[config.mk]
export PLATFORM = sky130hd
export DESIGN_NAME = approx_mult_pipe
export DESIGN_NICKNAME = d
export VERILOG_FILES = /design/src/rtl/approx_mult_pipe.sv
export SDC_FILE = /design/constraint.sdc
export NUM_CORES = 1
export LEC_CHECK = 0
export BUFFER_PORTS_ARGS = -buffer_cell sky130_fd_sc_hd__buf_2
export CAP_MARGIN = 20
export CELL_PAD_IN_SITES_DETAIL_PLACEMENT = 0
export CELL_PAD_IN_SITES_GLOBAL_PLACEMENT = 1
export CORE_ASPECT_RATIO = 0.75
export CORE_UTILIZATION = 42
export CTS_CLUSTER_SIZE = 12
export DETAILED_ROUTE_END_ITERATION = 16
export PLACE_DENSITY_LB_ADDON = 0.25
export SLEW_MARGIN = 20
export SYNTH_ARGS = -nofsm -noshare
export SYNTH_HDL_FRONTEND = slang
export SYNTH_SLANG_ARGS = --single-unit
[constraint.sdc]
create_clock -name clk -period 4.08 [get_ports clk]
set_input_delay 0.204 -clock clk [delete_from_list [all_inputs] [get_ports clk]]
set_output_delay 0.204 -clock clk [all_outputs]
set_load 0.02 [all_outputs]
[src/rtl/approx_mult_pipe.sv]
// approx_mult_pipe: 3-stage unsigned multiplier built from 4x4 tiles; each
// tile is exact or OR-compressed approximate, selected per transaction.
//   clk, rst_n              clock, asynchronous active-low reset
//   in_valid/in_ready       operand handshake (in_ready = ~stall, combinational)
//   in_a, in_b, in_apx      operands and approximate-mode flag
//   out_valid/out_ready     result handshake
//   out_p                   product, 2*WIDTH bits
//   stat_clr                synchronous clear of the error statistics
//   err_cnt, err_sum        saturating count / sum of (exact - result)
// Define APPROX_MULT_ERR_STAT_EN to build the error statistics; otherwise
// err_cnt and err_sum are tied to zero and stat_clr is ignored.
module approx_mult_pipe #(
    parameter int WIDTH     = 8,
    parameter int APX_COLS  = 2,
    parameter int APX_TILES = 1
) (
    input  logic                 clk,
    input  logic                 rst_n,
    input  logic                 in_valid,
    output logic                 in_ready,
    input  logic [WIDTH-1:0]     in_a,
    input  logic [WIDTH-1:0]     in_b,
    input  logic                 in_apx,
    output logic                 out_valid,
    input  logic                 out_ready,
    output logic [2*WIDTH-1:0]   out_p,
    input  logic                 stat_clr,
    output logic [31:0]          err_cnt,
    output logic [2*WIDTH+15:0]  err_sum
);
    localparam int N  = WIDTH / 4;
    localparam int PW = 2 * WIDTH;

    logic             stall;
    logic             v1, v2, apx1;
    logic [WIDTH-1:0] a1, b1;
    logic [7:0]       tp [N*N];
    logic [7:0]       t2 [N*N];
    logic [PW-1:0]    sum;

    assign stall    = out_valid & ~out_ready;
    assign in_ready = ~stall;

    // Approximate columns are OR-reduced into lo; the remaining columns are
    // summed exactly into hi, which never carries into the low columns.
    function automatic logic [7:0] tile(input logic [3:0] a, input logic [3:0] b, input logic apx);
        logic [7:0] lo, hi;
        lo = '0;
        hi = '0;
        for (int i = 0; i < 4; i++)
            for (int j = 0; j < 4; j++)
                if (apx && (i + j < APX_COLS)) lo[i+j] = lo[i+j] | (a[i] & b[j]);
                else hi = hi + (8'(a[i] & b[j]) << (i + j));
        return lo | hi;
    endfunction

    always_comb begin
        for (int ti = 0; ti < N; ti++)
            for (int tj = 0; tj < N; tj++)
                tp[ti*N+tj] = tile(a1[4*ti +: 4], b1[4*tj +: 4], apx1 && (ti + tj < APX_TILES));
    end

    always_comb begin
        sum = '0;
        for (int ti = 0; ti < N; ti++)
            for (int tj = 0; tj < N; tj++)
                sum = sum + (PW'(t2[ti*N+tj]) << (4 * (ti + tj)));
    end

    always_ff @(posedge clk or negedge rst_n) begin
        if (!rst_n) begin
            v1        <= 1'b0;
            a1        <= '0;
            b1        <= '0;
            apx1      <= 1'b0;
            v2        <= 1'b0;
            t2        <= '{default: '0};
            out_valid <= 1'b0;
            out_p     <= '0;
        end else if (!stall) begin
            v1        <= in_valid;
            a1        <= in_a;
            b1        <= in_b;
            apx1      <= in_apx;
            v2        <= v1;
            t2        <= tp;
            out_valid <= v2;
            out_p     <= sum;
        end
    end

`ifdef APPROX_MULT_ERR_STAT_EN
    logic [PW-1:0] ex2, ex3, diff;
    logic [PW+16:0] sum_next;

    assign diff     = ex3 - out_p;
    // Extra top bit flags overflow of the accumulator for saturation.
    assign sum_next = {1'b0, err_sum} + (PW + 17)'(diff);

    always_ff @(posedge clk or negedge rst_n) begin
        if (!rst_n) begin
            ex2     <= '0;
            ex3     <= '0;
            err_cnt <= '0;
            err_sum <= '0;
        end else begin
            if (!stall) begin
                ex2 <= PW'(a1) * PW'(b1);
                ex3 <= ex2;
            end
            if (stat_clr) begin
                err_cnt <= '0;
                err_sum <= '0;
            end else if (out_valid && out_ready) begin
                if (diff != '0 && err_cnt != '1) err_cnt <= err_cnt + 32'd1;
                err_sum <= sum_next[PW+16] ? '1 : sum_next[PW+15:0];
            end
        end
    end
`else
    logic unused_stat_clr;
    assign unused_stat_clr = stat_clr;
    assign err_cnt         = '0;
    assign err_sum         = '0;
`endif
endmodule

# Word-level counts from Yosys, hierarchy flattened
# Cells that the tools add are included.
dict set report op_classes {
  add_sub_neg 63
  n_mux 6
  n_bitwise 72
}
# op count
set ops {}
lappend ops {{adder 8 bit} 11}
lappend ops {{adder 8 x 4 -> 8 bit} 9}
lappend ops {{adder 8 x 5 -> 8 bit} 9}
lappend ops {{bitwise AND 1 bit} 68}
lappend ops {{adder 8 x 3 -> 8 bit} 6}
lappend ops {{adder 8 x 6 -> 8 bit} 6}
lappend ops {{adder 8 x 2 -> 8 bit} 3}
lappend ops {{adder 8 x 7 -> 8 bit} 3}
lappend ops {{2-to-1 mux 8 bit} 3}
lappend ops {{adder 16 x 12 -> 16 bit} 1}
lappend ops {{adder 16 bit} 1}
lappend ops {{adder 7 x 4 -> 8 bit} 2}
lappend ops {{adder 6 x 3 -> 7 bit} 2}
lappend ops {{adder 8 x 12 -> 13 bit} 1}
lappend ops {{adder 5 x 2 -> 6 bit} 2}
lappend ops {{adder 4 x 4 -> 5 bit} 2}
lappend ops {{adder 1 x 2 -> 3 bit} 3}
lappend ops {{adder 3 x 3 -> 4 bit} 2}
lappend ops {{bitwise OR 2 x 8 -> 8 bit} 1}
lappend ops {{2-to-1 mux 1 bit} 3}
lappend ops {{NOT 1 bit} 2}
lappend ops {{bitwise OR 1 bit} 1}
dict set report word_totals {
  reg_bits 68
  in_bits 22
  out_inout_bits 82
  elab_cells 152
}

# Depth between registers and ports, before layout
dict set report logic_depth {
  word_depth 20
  depth_mapped 15
  depth_no_buf 15
}

# Least setup slack after synthesis
# No wires, ideal clock.
dict set report synth_timing {
  kind {register to register}
  start {reg a1[0]}
  end {reg t2[30] (netlist bit)}
  setup_time_ps 83
  arrival_ps 3081
  setup_slack_ps 916
  path_stages_with_launch 13
  period_less_slack_ps 3164
  path_cell_list {dfrtp_1 -> clkbuf_1 -> and3b_1 -> ha_1 -> ha_1 -> nor2b_1 -> xnor2_1 -> fa_1 -> fa_1 -> ha_1 -> fa_1 -> xnor2_1 -> o21ai_0}
}
dict set report synth_via {
  elab_chain_cells 20
}
# element line
set synth_rtl {}
lappend synth_rtl {{start, declared} 36} ;# logic [WIDTH-1:0] a1, b1;
lappend synth_rtl {{start signal, assigned} 82} ;# a1 <= in_a;
lappend synth_rtl {{bitwise AND 1 bit} 53} ;# else hi = hi + (8'(a[i] & b[j]) << (i + j));
lappend synth_rtl {{2-to-1 mux 8 bit} 52} ;# if (apx && (i + j < APX_COLS)) lo[i+j] = lo[i+j] | (a[i] & b[j]);
lappend synth_rtl {{adder 8 x 2 -> 8 bit} 53}
lappend synth_rtl {{2-to-1 mux 8 bit} 52}
lappend synth_rtl {{adder 8 x 3 -> 8 bit} 53}
lappend synth_rtl {{adder 8 x 4 -> 8 bit (*)} 53}
lappend synth_rtl {{adder 8 x 2 -> 8 bit} 53}
lappend synth_rtl {{2-to-1 mux 8 bit (*)} 52}
lappend synth_rtl {{[... 4 more ...]} n/a}
lappend synth_rtl {{adder 8 x 4 -> 8 bit (*)} 53}
lappend synth_rtl {{adder 8 x 5 -> 8 bit (*)} 53}
lappend synth_rtl {{adder 8 x 6 -> 8 bit (*)} 53}
lappend synth_rtl {{adder 8 x 4 -> 8 bit (*)} 53}
lappend synth_rtl {{adder 8 x 5 -> 8 bit (*)} 53}
lappend synth_rtl {{adder 8 x 6 -> 8 bit (*)} 53}
lappend synth_rtl {{adder 8 x 7 -> 8 bit (*)} 53}
lappend synth_rtl {{bitwise OR 2 x 8 -> 8 bit (*)} 54} ;# return lo | hi;
lappend synth_rtl {{end signal, assigned} 86} ;# t2 <= tp;
lappend synth_rtl {{end, declared} 38} ;# logic [7:0] t2 [N*N];
# Every way passes the cells marked *; elsewhere a longest branch is shown, timed or not.
# A chain may end at the register's enable or synchronous reset.

# Worst setup path after layout
dict set report layout_timing {
  start {reg t2[17] (netlist bit)}
  end {reg out_p[14]}
}
dict set report layout_via {
  elab_chain_cells 3
}
# element line
set layout_rtl {}
lappend layout_rtl {{adder 8 x 12 -> 13 bit} 67} ;# sum = sum + (PW'(t2[ti*N+tj]) << (4 * (ti + tj)));
lappend layout_rtl {{adder 16 x 12 -> 16 bit} 67}
lappend layout_rtl {{adder 16 bit} 67}
lappend layout_rtl {{end signal, assigned} 88} ;# out_p <= sum;
lappend layout_rtl {{end, declared} 26} ;# output logic [2*WIDTH-1:0] out_p,
# Every way passes these cells.

==> metrics.txt <==
run status finished, final reports clean; die height around 100 µm; vias per std cell approximately 4.6; WL met3 around 320 µm; H-tree depth 3; Area Growth Syn to Fin 8.02%; Crit Path Max Fanout 7; CTS root buf clkbuf_16; WL met2 between 4 and 5 mm; count of state elements after synthesis between 60 and 70; setup bufs post-CTS 0; synthesized area per cell just under 9 µm²; Leakage ~3.2 nW; first-pass GRT wire length 17.1 mm; Clock Skew 5.12 ps; core area approximately 0.012 mm²; Max Buffers Root-to-Sink 2; Power Density approximately 730 mW/mm²; antenna cells 0; total die area between 0.01 and 0.015 mm²; distinct cell type count after synthesis 37; Post-synth ARST share 100%; crit share post-route approximately 85%; Iteration-0 DRC Markers between 100 and 150; Filler cells between 1000 and 1500; initial antenna violation count 0; area of the multi-input gates roughly 0.0032 mm²; Worst-Margin Slew 800 ps; Ports between 100 and 150; number of global-route vias before repair between 3000 and 4000; Final setup viols 0; Max-Cap Viols 0; num rows 35; Post-synth EDFFs 0; CTS tree done; RePlAce Congestion approximately 0.8; worst min path class in2reg; Pre-Repair DR Iteration Count 4; share of layout cells above drive strength 1 10.4%; most frequent cells in the layout nand2_1, dfrtp_1, conb_1, ha_1, buf_2; Critical Path RT 4260 ps; Sum Neg Setup Slack 0 ps; setup ws final 592 ps; largest net degree at the start of global routing between 70 and 80; slew margin rel. a little under half; Initial Utilization between 40% and 50%; Fmax 0.287 GHz; count of pins over their slew limit 0; cell area after synthesis roughly 0.0054 mm²; Clk Latency, worst-skew pair 340 ps; final hold violations 0; pre-CTS WS approximately 570 ps; ys flop type dfrtp_1; most common cell after layout, fill and taps aside nand2_1; Post-Syn Instances 611; antenna-violating nets left 0; nets 744; Congestion Overflow GR 0; Critical Path AT 3660 ps; CTS Buf Count 9; drc violations 0; met1 WL about 5.2 mm; DR WL/cell 12.6 µm; RSZ-0062 raised after global routing false; hold buffer count at cts 0; die width between 100 and 150 µm; Max Used Layer met4; minimum clock period 3490 ps; worst setup path class reg2reg; Synth warnings 0; DPL Wire Length between 7 and 8 mm; Routed WL approximately 10 mm; sequential cell area 0.00170 mm²; sequential area share after synthesis 31.8%; routed vias 3761; CTS clk-pin slew, worst paths 60 ps; clk sinks between 60 and 70; crit start category flip-flop; I/O Buffers 38; endpoint type of the worst setup path flip-flop; GRT Util Overall 16.6%; post_cts resized 0; VDD IR-drop max ~0.64 mV
## where the power goes
part / internal, mW / switching (mW) / total, mW / leakage, nW
Sequential: 0.945 / 0.216 / 1.16 / 0.841
Clock: 0.535 / 0.303 / 0.838 / 0.149
Combinational: 0.922 / 1.32 / 2.24 / 2.18
## kinds of logic (layout without fill, tap and decap cells)
family          after synthesis  count (layout)  share of synthesized area, %
buf+inv                     125              95                          13.5
flops                        68              68                          31.8
fa+ha+maj                    83              83                          23.2
compound gates               64              64                          6.99
mux                           3               3                         0.584
xor+xnor                     24              24                          3.93
other cells                   1              64                        0.0701
simple gates                243             243                          19.9
## state kept, by name, summed over array words and instances (netlist names)
register / flops
v2: 1
apx1: 1
out_valid: 1
v1: 1
a1: 8
out_p: 16
t2: 32
b1: 8
## metrics by stage
| stage | std cells | hold slack (ps) | utilization [%] | cell area (µm²) | total power, mW |
|---|---|---|---|---|---|
| final | 810 | 61.6 | 46.8 | 5780 | 4.24 |
| after detailed placement | 793 | 405 | 44.1 | 5450 | 3.44 |
| after global placement | 793 | 404 | 44.1 | 5450 | 3.39 |
| after global routing | 810 | 63.1 | 46.8 | 5780 | 4.68 |
| after CTS | 809 | 47.5 | 46.7 | 5770 | 4.31 |
| after floorplan | 674 | -91.6 | - | 5590 | 2.94 |
## critical path, cell delays in order, from the launching register on
cell	delay [ps]
dfrtp_1	380
ha_1	290
a21o_1	170
a21oi_1	210
nor2b_1	90
o2111ai_1	210
xnor2_1	210
fa_1	470
ha_1	410
a21oi_2	220
o21ai_0	150
or3_1	320
mux2i_1	140
a311oi_1	60
## worst paths after layout
check                                      from                     to  slack (ps)  depth (start not counted)
hold reg to reg            out_p[3]$_DFFE_PN0N_   out_p[3]$_DFFE_PN0N_         460                          2
hold / removal                         in_valid         v1$_DFFE_PN0N_          60                          3
setup reg to reg             t2[17]$_DFFE_PN0N_  out_p[14]$_DFFE_PN0N_         590                         13
min in group asynchronous                 rst_n   out_p[5]$_DFFE_PN0N_         420                          2
max in group asynchronous                 rst_n      a1[4]$_DFFE_PN0N_        2900                          3
setup / recovery             t2[17]$_DFFE_PN0N_  out_p[14]$_DFFE_PN0N_         590                         13
## area by class of cell
| type | count | share of cell area, % |
|---|---|---|
| clock buffers | 10 | 3.96 |
| clock inverters | 6 | 1.54 |
| inverters | 32 | 2.08 |
| multi-input cells | 481 | 54.9 |
| flip-flops and latches | 68 | 29.4 |
| well taps | 166 | 3.59 |
| repair buffers | 47 | 4.54 |
## cells in the mapped netlist, types with 10 or more instances
cell type / n / area, µm²
nand2_1: 168 / 631
dfrtp_1: 68 / 1700
buf_4: 64 / 480
ha_1: 56 / 701
and2_1: 33 / 206
inv_1: 31 / 116
fa_1: 27 / 541
o21ai_0: 23 / 115
a21oi_1: 21 / 105
clkbuf_1: 18 / 67.6
nor2_1: 13 / 48.8
xnor2_1: 12 / 105
xor2_1: 12 / 105
buf_2: 11 / 55.1
a21o_1: 10 / 75.1
## per-layer routing
| metal | vias up | GRT usage, % |
|---|---|---|
| met2 | 56 | 25.4 |
| met1 | 1819 | 23.6 |
| li1 | 1878 | - |
| met5 | - | 0 |
| met3 | 8 | 3.72 |
| met4 | 0 | 4.77 |
(Power assumes the default switching activity.)
